===== src/rtl/writeback_sequencer.sv =====
// Multicycle register-file writeback controller: stack-pointer init after reset,
// then one request at a time, with an optional memory read for load sources.
module writeback_sequencer #(
   parameter int MEM_LAT = 2,
   parameter int SP_REG  = 29
) (
   input  logic       clk,
   input  logic       reset,
   input  logic       wb_req,
   input  logic [3:0] wb_src,
   input  logic [4:0] wb_rd,
   output logic       mem_rd,
   output logic [3:0] mem_to_reg,
   output logic [4:0] reg_dst_addr,
   output logic       reg_write,
   output logic       wb_busy,
   output logic       wb_done
);

   typedef enum logic [2:0] {
      S_INIT_SP,
      S_IDLE,
      S_MEM_RD,
      S_MEM_WAIT,
      S_WRITE
   } state_t;

   localparam logic [3:0] SP_SEL  = 4'b0111;
   localparam logic [4:0] SP_ADDR = 5'(SP_REG);
   localparam logic [3:0] LAT_M1  = 4'(MEM_LAT - 1);

   state_t     r_state;
   state_t     w_next;
   logic [3:0] r_cnt;
   logic [3:0] w_cnt_next;
   logic [3:0] r_src;
   logic [4:0] r_rd;
   logic [3:0] r_sel;
   logic [4:0] r_addr;
   logic       w_is_load;

   assign w_is_load = (wb_src == 4'b0001) || (wb_src == 4'b0010) || (wb_src == 4'b0011);

   always_ff @(posedge clk) begin
      if (reset) begin
         r_state <= S_INIT_SP;
         r_cnt   <= 4'd0;
         r_sel   <= SP_SEL;
         r_addr  <= SP_ADDR;
      end else begin
         r_state <= w_next;
         r_cnt   <= w_cnt_next;
         // Selector and address keep the last written values between writebacks
         if (r_state == S_WRITE) begin
            r_sel  <= r_src;
            r_addr <= r_rd;
         end
      end
   end

   // Request operands are captured only on acceptance; later input changes are ignored
   always_ff @(posedge clk) begin
      if (r_state == S_IDLE && wb_req) begin
         r_src <= wb_src;
         r_rd  <= wb_rd;
      end
   end

   always_comb begin
      w_next       = r_state;
      w_cnt_next   = r_cnt;
      mem_rd       = 1'b0;
      reg_write    = 1'b0;
      wb_done      = 1'b0;
      wb_busy      = 1'b1;
      mem_to_reg   = r_sel;
      reg_dst_addr = r_addr;
      case (r_state)
         S_INIT_SP: begin
            reg_write    = 1'b1;
            mem_to_reg   = SP_SEL;
            reg_dst_addr = SP_ADDR;
            w_next       = S_IDLE;
         end
         S_IDLE: begin
            wb_busy = 1'b0;
            if (wb_req) begin
               w_next = w_is_load ? S_MEM_RD : S_WRITE;
            end
         end
         S_MEM_RD: begin
            mem_rd     = 1'b1;
            w_cnt_next = LAT_M1;
            w_next     = (MEM_LAT == 1) ? S_WRITE : S_MEM_WAIT;
         end
         S_MEM_WAIT: begin
            w_cnt_next = r_cnt - 4'd1;
            if (r_cnt <= 4'd1) begin
               w_next = S_WRITE;
            end
         end
         S_WRITE: begin
            mem_to_reg   = r_src;
            reg_dst_addr = r_rd;
            wb_done      = 1'b1;
            reg_write    = (r_rd != 5'd0);
            w_next       = S_IDLE;
         end
         default: begin
            w_next = S_INIT_SP;
         end
      endcase
      // A reset cycle suppresses every strobe so an interrupted writeback never lands
      if (reset) begin
         mem_rd       = 1'b0;
         reg_write    = 1'b0;
         wb_done      = 1'b0;
         wb_busy      = 1'b1;
         mem_to_reg   = SP_SEL;
         reg_dst_addr = SP_ADDR;
      end
   end

endmodule


===== config.mk =====
export PLATFORM = sky130hd
export DESIGN_NAME = writeback_sequencer
export DESIGN_NICKNAME = d
export VERILOG_FILES = /design/src/rtl/writeback_sequencer.sv
export SDC_FILE = /design/constraint.sdc
export NUM_CORES = 1
export LEC_CHECK = 0
export CORE_MARGIN = 1
export CORE_UTILIZATION = 39
export DETAILED_ROUTE_END_ITERATION = 12
export HOLD_SLACK_MARGIN = 0.08
export PLACE_DENSITY = 0.66
export SLEW_MARGIN = 20
export SYNTH_ARGS = -nofsm -noshare
export SYNTH_HDL_FRONTEND = slang
export SYNTH_SLANG_ARGS = --single-unit

===== constraint.sdc =====
create_clock -name clk -period 1.3 [get_ports clk]
set_input_delay 0.13 -clock clk [delete_from_list [all_inputs] [get_ports clk]]
set_output_delay 0.13 -clock clk [all_outputs]
set_load 0.1 [all_outputs]

==> flow_summary.ini <==
[worst_hold_path]
min_path_type = in2reg

[finish]
fin_util_pct = 75.8
fin_nets = 192
fin_cells = 208
diodes = 0
drive_gt1_share_pct = 52.5
fin_area_um2 = 2140
area_growth_pct = 78.1

[placement]
dpl_cell_area_um2 = 1920
place_hpwl_um = 2260
place_congestion = 0.755
port_buffers = 24
dp_slack_ps = -224
dp.cells = 195

[die]
fp.coreArea_um2 = 2830
initial_core_util_pct = 42.5
io_pins = 25
dieArea_um2 = 3310
dieHeight_um = 57.6
num_rows = 19
die_w_um = 57.6

[drt]
ant_nets = 0
drc = 0
num_vias = 1131
drtPass1Iterations = 4
wl_per_cell_um = 16.1
via_per_inst = 5.44
finalWirelength_um = 3350
drt_iter0_drc = 26

[clock_tree]
root_buffer = clkbuf_4
clock-sinks = 25
tritoncts = yes
htreeDepth = 1
clock_path_buffers = 2
worst_skew_pair.late_latency_ps = 320
cts_buffers = 3
cts.clk_slew.worst_paths_ps = 130

[timing]
setup_viol = 26
setup_ws_ps = -530
final.setup.tns_ps = -6590
report.final.slew_viol_count = 0
fin_crit_sh_pct = 141
fmax_mhz = 547
fin_skew_ps = 9.94
rsz0062_at_grt = yes
worst_slew_pin_slew_ps = 531
slew_headroom_pct = 64.2
final_hold_viol_count = 0
whs_ps = 363
fin_crit_ps = 1830

[logic_synthesis]
synth.net_count = 136
synth.avg_cell_area_um2 = 9.87
netlist_instances = 122
synth.cell_area_um2 = 1200
synth_seq_cells = 25
synth_warnings = 0
synth-edff-count = 9
yosysUniqueCellTypes = 33
seq_area_frac_synth_pct = 49.1
async_flop_share_pct = 0
ys.flop_type = dfxtp_1

[setup_path]
cp-end-kind = primary output
cp-start-kind = flip-flop
path_buf_inv = 1
cpMaxStageDelayCell = or4b_4
required_ps = 1170
critPathTopFamily = simple AND/OR/NAND/NOR gates
worstPathArrival_ps = 1700
slowest_delay_ps = 570
crit_path_max_fanout = 2
crit_chain = or4b_4 > nor3_4 > nor4_4 > buf_12
worstSetupPathType = reg2out

[power]
switching_share_pct = 30.5
finalPower_mw = 1.73
cellPowerDensity_nw_per_um2 = 806
power_frac_seq_pct = 50.9
cellInternalPower_mw = 1.20
pwr-share-clk_pct = 20.6
vdd.ir_drop.worst_mv = 0.451
power.leakage_nw = 0.799
pwr-share-comb_pct = 28.5
switching_power_uw = 528

[global_routing]
grt_overflow_total = 0
grt_pass1_wl_um = 5310
grt_pass1_vias = 1200
grt_max_degree = 18
grtUsageTotal_pct = 21.5
antenna_found_initial = 0

[status]
violations = negative setup slack
outcome = complete, but fails checks

[job]
max-cap-violations = 0
power groups by stage:
stage	sequential, mW	clock (mW)	combinational (mW)
global route	0.884	0.410	0.519
global placement	0.889	0	0.419
detailed placement	0.891	0	0.427
finish	0.880	0.355	0.493
CTS	0.876	0.366	0.459
floorplan	0.895	0	0.247
cell families (layout without fill, tap and decap cells):
group | count (synthesis) | after routing | share of synthesized area [%]
AND/OR/NAND/NOR | 53 | 53 | 26.3
AO/OA/AOI/OAI | 32 | 32 | 18.1
adder cells (fa/ha/maj) | 2 | 2 | 2.08
buffers and inverters | 10 | 65 | 4.47
flip-flops | 25 | 25 | 49.1
path summary, 6_finish.rpt:
kind | from | endpoint | slack, ps | depth (start not counted)
worst max-delay path | r_rd[2]$_DFFE_PP_ | reg_write | -530 | 4
worst min-delay path | wb_rd[3] | r_rd[3]$_DFFE_PP_ | 360 | 1
worst max register to register | r_state[1]$_SDFFE_PP0P_ | r_state[1]$_SDFFE_PP0P_ | -250 | 5
worst min register to register | r_sel[3]$_SDFFE_PP0N_ | r_sel[3]$_SDFFE_PP0N_ | 470 | 2
cells in the mapped netlist (all sizes together), types with 2 or more instances:
cell type | n | area share, %
a211oi | 2 | 1.2
a21oi | 8 | 3.3
buf | 3 | 2.3
clkbuf | 3 | 0.94
dfxtp | 16 | 27
edfxtp | 9 | 22
ha | 2 | 2.1
inv | 4 | 1.2
nand2 | 8 | 2.5
nand4b | 2 | 1.5
nor2 | 27 | 13
nor2b | 2 | 1.0
nor3 | 3 | 1.2
o21ai | 3 | 1.2
o21bai | 14 | 8.7
or4 | 2 | 1.6
layer usage:
layer | track usage [%] | share of wire, % | vias to the layer above
met2 | 39.7 | 56 | 22
met4 | 11.8 | 2.4 | 0
li1 | - | - | 540
met5 | 0 | 0 | -
met3 | 3.63 | 2.4 | 10
met1 | 22.9 | 39 | 559
flip-flops by register name (all words and copies together), names as in the netlist:
register / count
r_addr: 5
r_cnt: 4
r_rd: 5
r_sel: 4
r_src: 4
r_state: 3
what timing repair did:
item,CTS,global route
setup buffers,8,6
gates resized for setup,17,18
setup endpoints to repair,16,29
hold buffers,0,0
pin swaps,7,10
cloned,0,1
layout by cell type, fill, tap and decap left out, types with 2 or more instances in the layout:
| cell type | count |
|---|---|
| edfxtp_1 | 9 |
| clkdlybuf4s50_1 | 11 |
| o21bai_1 | 7 |
| nand4b_1 | 2 |
| inv_4 | 2 |
| nor2_1 | 15 |
| nor2_2 | 3 |
| nand2_1 | 6 |
| a21oi_2 | 2 |
| inv_2 | 2 |
| o21bai_4 | 7 |
| a211oi_1 | 2 |
| nor2b_1 | 2 |
| a21oi_1 | 4 |
| a21oi_4 | 2 |
| o21ai_0 | 2 |
| dfxtp_2 | 4 |
| dfxtp_1 | 11 |
| clkbuf_4 | 3 |
| buf_12 | 14 |
| nor2_4 | 9 |
| ha_4 | 2 |
| buf_6 | 9 |
| nand2_2 | 2 |
| buf_4 | 22 |
| nor3_1 | 2 |
area by class of cell:
| class | count | area [µm²] |
|---|---|---|
| Multi-Input combinational cell | 87 | 777 |
| Fill cell | 184 | 686 |
| Timing Repair Buffer | 57 | 682 |
| Clock buffer | 4 | 26.3 |
| Inverter | 4 | 20.0 |
| Sequential cell | 25 | 599 |
| Tap cell | 31 | 38.8 |
Power figures use the tool's default switching activity.
==> edit: new RTL, same flow settings <==
Encoding of `state_t`: now one-hot (5 bits for 5 states).
--- a/src/rtl/writeback_sequencer.sv
+++ b/src/rtl/writeback_sequencer.sv
@@ -17,12 +17,12 @@
    output logic       wb_done
 );
 
-   typedef enum logic [2:0] {
-      S_INIT_SP,
-      S_IDLE,
-      S_MEM_RD,
-      S_MEM_WAIT,
-      S_WRITE
+   typedef enum logic [4:0] {
+      S_INIT_SP  = 5'b00001,
+      S_IDLE     = 5'b00010,
+      S_MEM_RD   = 5'b00100,
+      S_MEM_WAIT = 5'b01000,
+      S_WRITE    = 5'b10000
    } state_t;
 
    localparam logic [3:0] SP_SEL  = 4'b0111;
Check against the original RTL: same outputs for any inputs over 10 cycles, from zero or initial values and one cycle with reset high; not proved beyond that.
==> edit against the unedited design <==
The flow still finishes with violations (setup timing). Final area rose by 17%. Synthesized cell count up 16%. Setup slack got worse by 99 ps. Sequential cell count rose by 2. Total power increased by 12%. Die area rose by 10%. Critical path depth rose by 1. Wire length rose by 13%. Area after synthesis up 11%. Global-route usage is 1.5 points higher. Critical path type unchanged. Largest cell class unchanged. Largest power group unchanged.
==> edit: results (changes against the unedited design) <==
setup bufs post-CTS - 1 (was 8)
Slew HR - 79.4% (was 64.2%)
total clock buffers created by CTS - 3 (unchanged)
synth unique cells - 44 (was 33)
peak fanout along the critical path - 7 (was 2)
largest net degree at the start of global routing - 16 (was 18)
Synthesis Warnings - 0 (unchanged)
vias in the first global route - 1300 (was 1200)
root buffer cell - clkbuf_4 (unchanged)
Worst Path Arrival - 1800 ps (was 1700 ps)
Clock Latency Late Sink - 330 ps
Static Leak - 0.000871 µW (was 0.000799 µW)
Regs by FF count - r_addr (5), r_rd (5), r_state (5) (was r_addr (5), r_rd (5))
Detail Route met3 WL - 141 µm (was 80 µm)
final HPWL from detailed placement - 2830 µm (was 2260 µm)
CTS resizes - 23 (was 17)
Final WS setup - -629 ps (was -530 ps)
Synth async-reset ratio - 0% (unchanged)
GRT Total Usage - 22.9% (was 21.5%)
Post-synth EDFFs - 9 (unchanged)
WL/cell - 15.7 µm (was 16.1 µm)
pre-CTS WS - -229 ps (was -224 ps)
Final nets - 211 (was 192)
failing checks - setup timing (unchanged)
setup violators final - 33 (was 26)
WL met1 - 1630 µm (was 1320 µm)
Antenna diodes - 0 (unchanged)
htree depth - 1 (unchanged)
Placer Congestion - 0.802 (was 0.755)
top cells by area, synth - dfxtp_1 (27%), edfxtp_1 (20%), nand3_1 (6.4%), nand3b_1 (3.9%), o21ai_1 (3.0%) (was dfxtp_1 (27%), edfxtp_1 (22%), o21bai_1 (8.7%), nor2_4 (6.5%), nor2_1 (6.2%))
worst hold path class - in2reg (unchanged)
Commonest cells post-synth - dfxtp_1 (18), nand3_1 (17), edfxtp_1 (9) (was nor2_1 (20), dfxtp_1 (16), o21bai_1 (14))
Peak VDD IR - 0.517 mV (was 0.451 mV)
Hold-fix buffers, CTS - 0 (unchanged)
vias per inst - 5.59 (was 5.44)
clk_skew - 3.52 ps (was 9.94 ps)
global-route wire length before repair - 6050 µm (was 5310 µm)
Met2 Routed Length - 1960 µm (was 1870 µm)
drt pass-1 iters - 4 (unchanged)
layout cells sized above 1 - 52.6% (was 52.5%)
initial DRC count - 58 (was 26)
Fin Setup TNS - -9460 ps (was -6590 ps)
sequential area share after synthesis - 47.3% (was 49.1%)
run status - finished with violations (unchanged)
syn_nets - 156 (was 136)
Longest Clk Path Bufs - 2 (unchanged)
Reg clk slew, reported paths - 150 ps (was 130 ps)
port bufs - 24 (unchanged)
-- edit: layer usage --
metal | vias up | track usage (%)
met3 | 6 | 3.62
met5 | - | 0
met1 | 652 | 29.4
met4 | 0 | 8.44
met2 | 41 | 39.1
li1 | 642 | -
-- edit: cell families (layout without fill, tap and decap cells) --
| kind of cell | Yosys count | after routing | synth area share [%] |
|---|---|---|---|
| AO/OA/AOI/OAI | 37 | 37 | 18.6 |
| XOR/XNOR | 1 | 1 | 0.657 |
| adder cells (fa/ha/maj) | 2 | 2 | 1.88 |
| buffers and inverters | 16 | 70 | 5.35 |
| flip-flops | 27 | 27 | 47.3 |
| AND/OR/NAND/NOR | 59 | 59 | 26.2 |
-- edit: through the flow --
step | area [µm²] | instances
2_1_floorplan | 1650 | 142
3_3_place_gp | 2280 | 234
6_report | 2500 | 240
4_1_cts | 2410 | 239
3_5_place_dp | 2280 | 234
5_1_grt | 2500 | 240
-- edit: area by class of cell --
cell class,count,area [µm²]
Multi-Input combinational cell,99,982
Timing Repair Buffer,62,769
Fill cell,214,654
Sequential cell,27,649
Tap cell,44,55.1
Clock buffer,3,22.5
Inverter,4,15.0
Clock inverter,1,5.00
-- edit: path summary, 6_finish.rpt --
check                                start         endpoint  slack [ps]  depth (start not counted)
worst max-delay path            r_state[2]  reg_dst_addr[2]        -630                          5
worst min-delay path              wb_rd[1]          r_rd[1]         340                          1
worst max register to register  r_state[1]         r_src[1]        -170                          5
worst min register to register   r_addr[2]        r_addr[2]         540                          2
-- edit: worst max-delay path, cell delays in order, from the launching register on --
cell	delay (ps)
dfxtp_2	370
or3_4	450
o21ba_4	250
buf_12	140
nand3_4	90
buf_12	170
-- edit: report_power, final --
group          switching [µW]  internal (µW)
logic                     316            328
clock network             254            116
registers                30.5            896
total                     601           1340
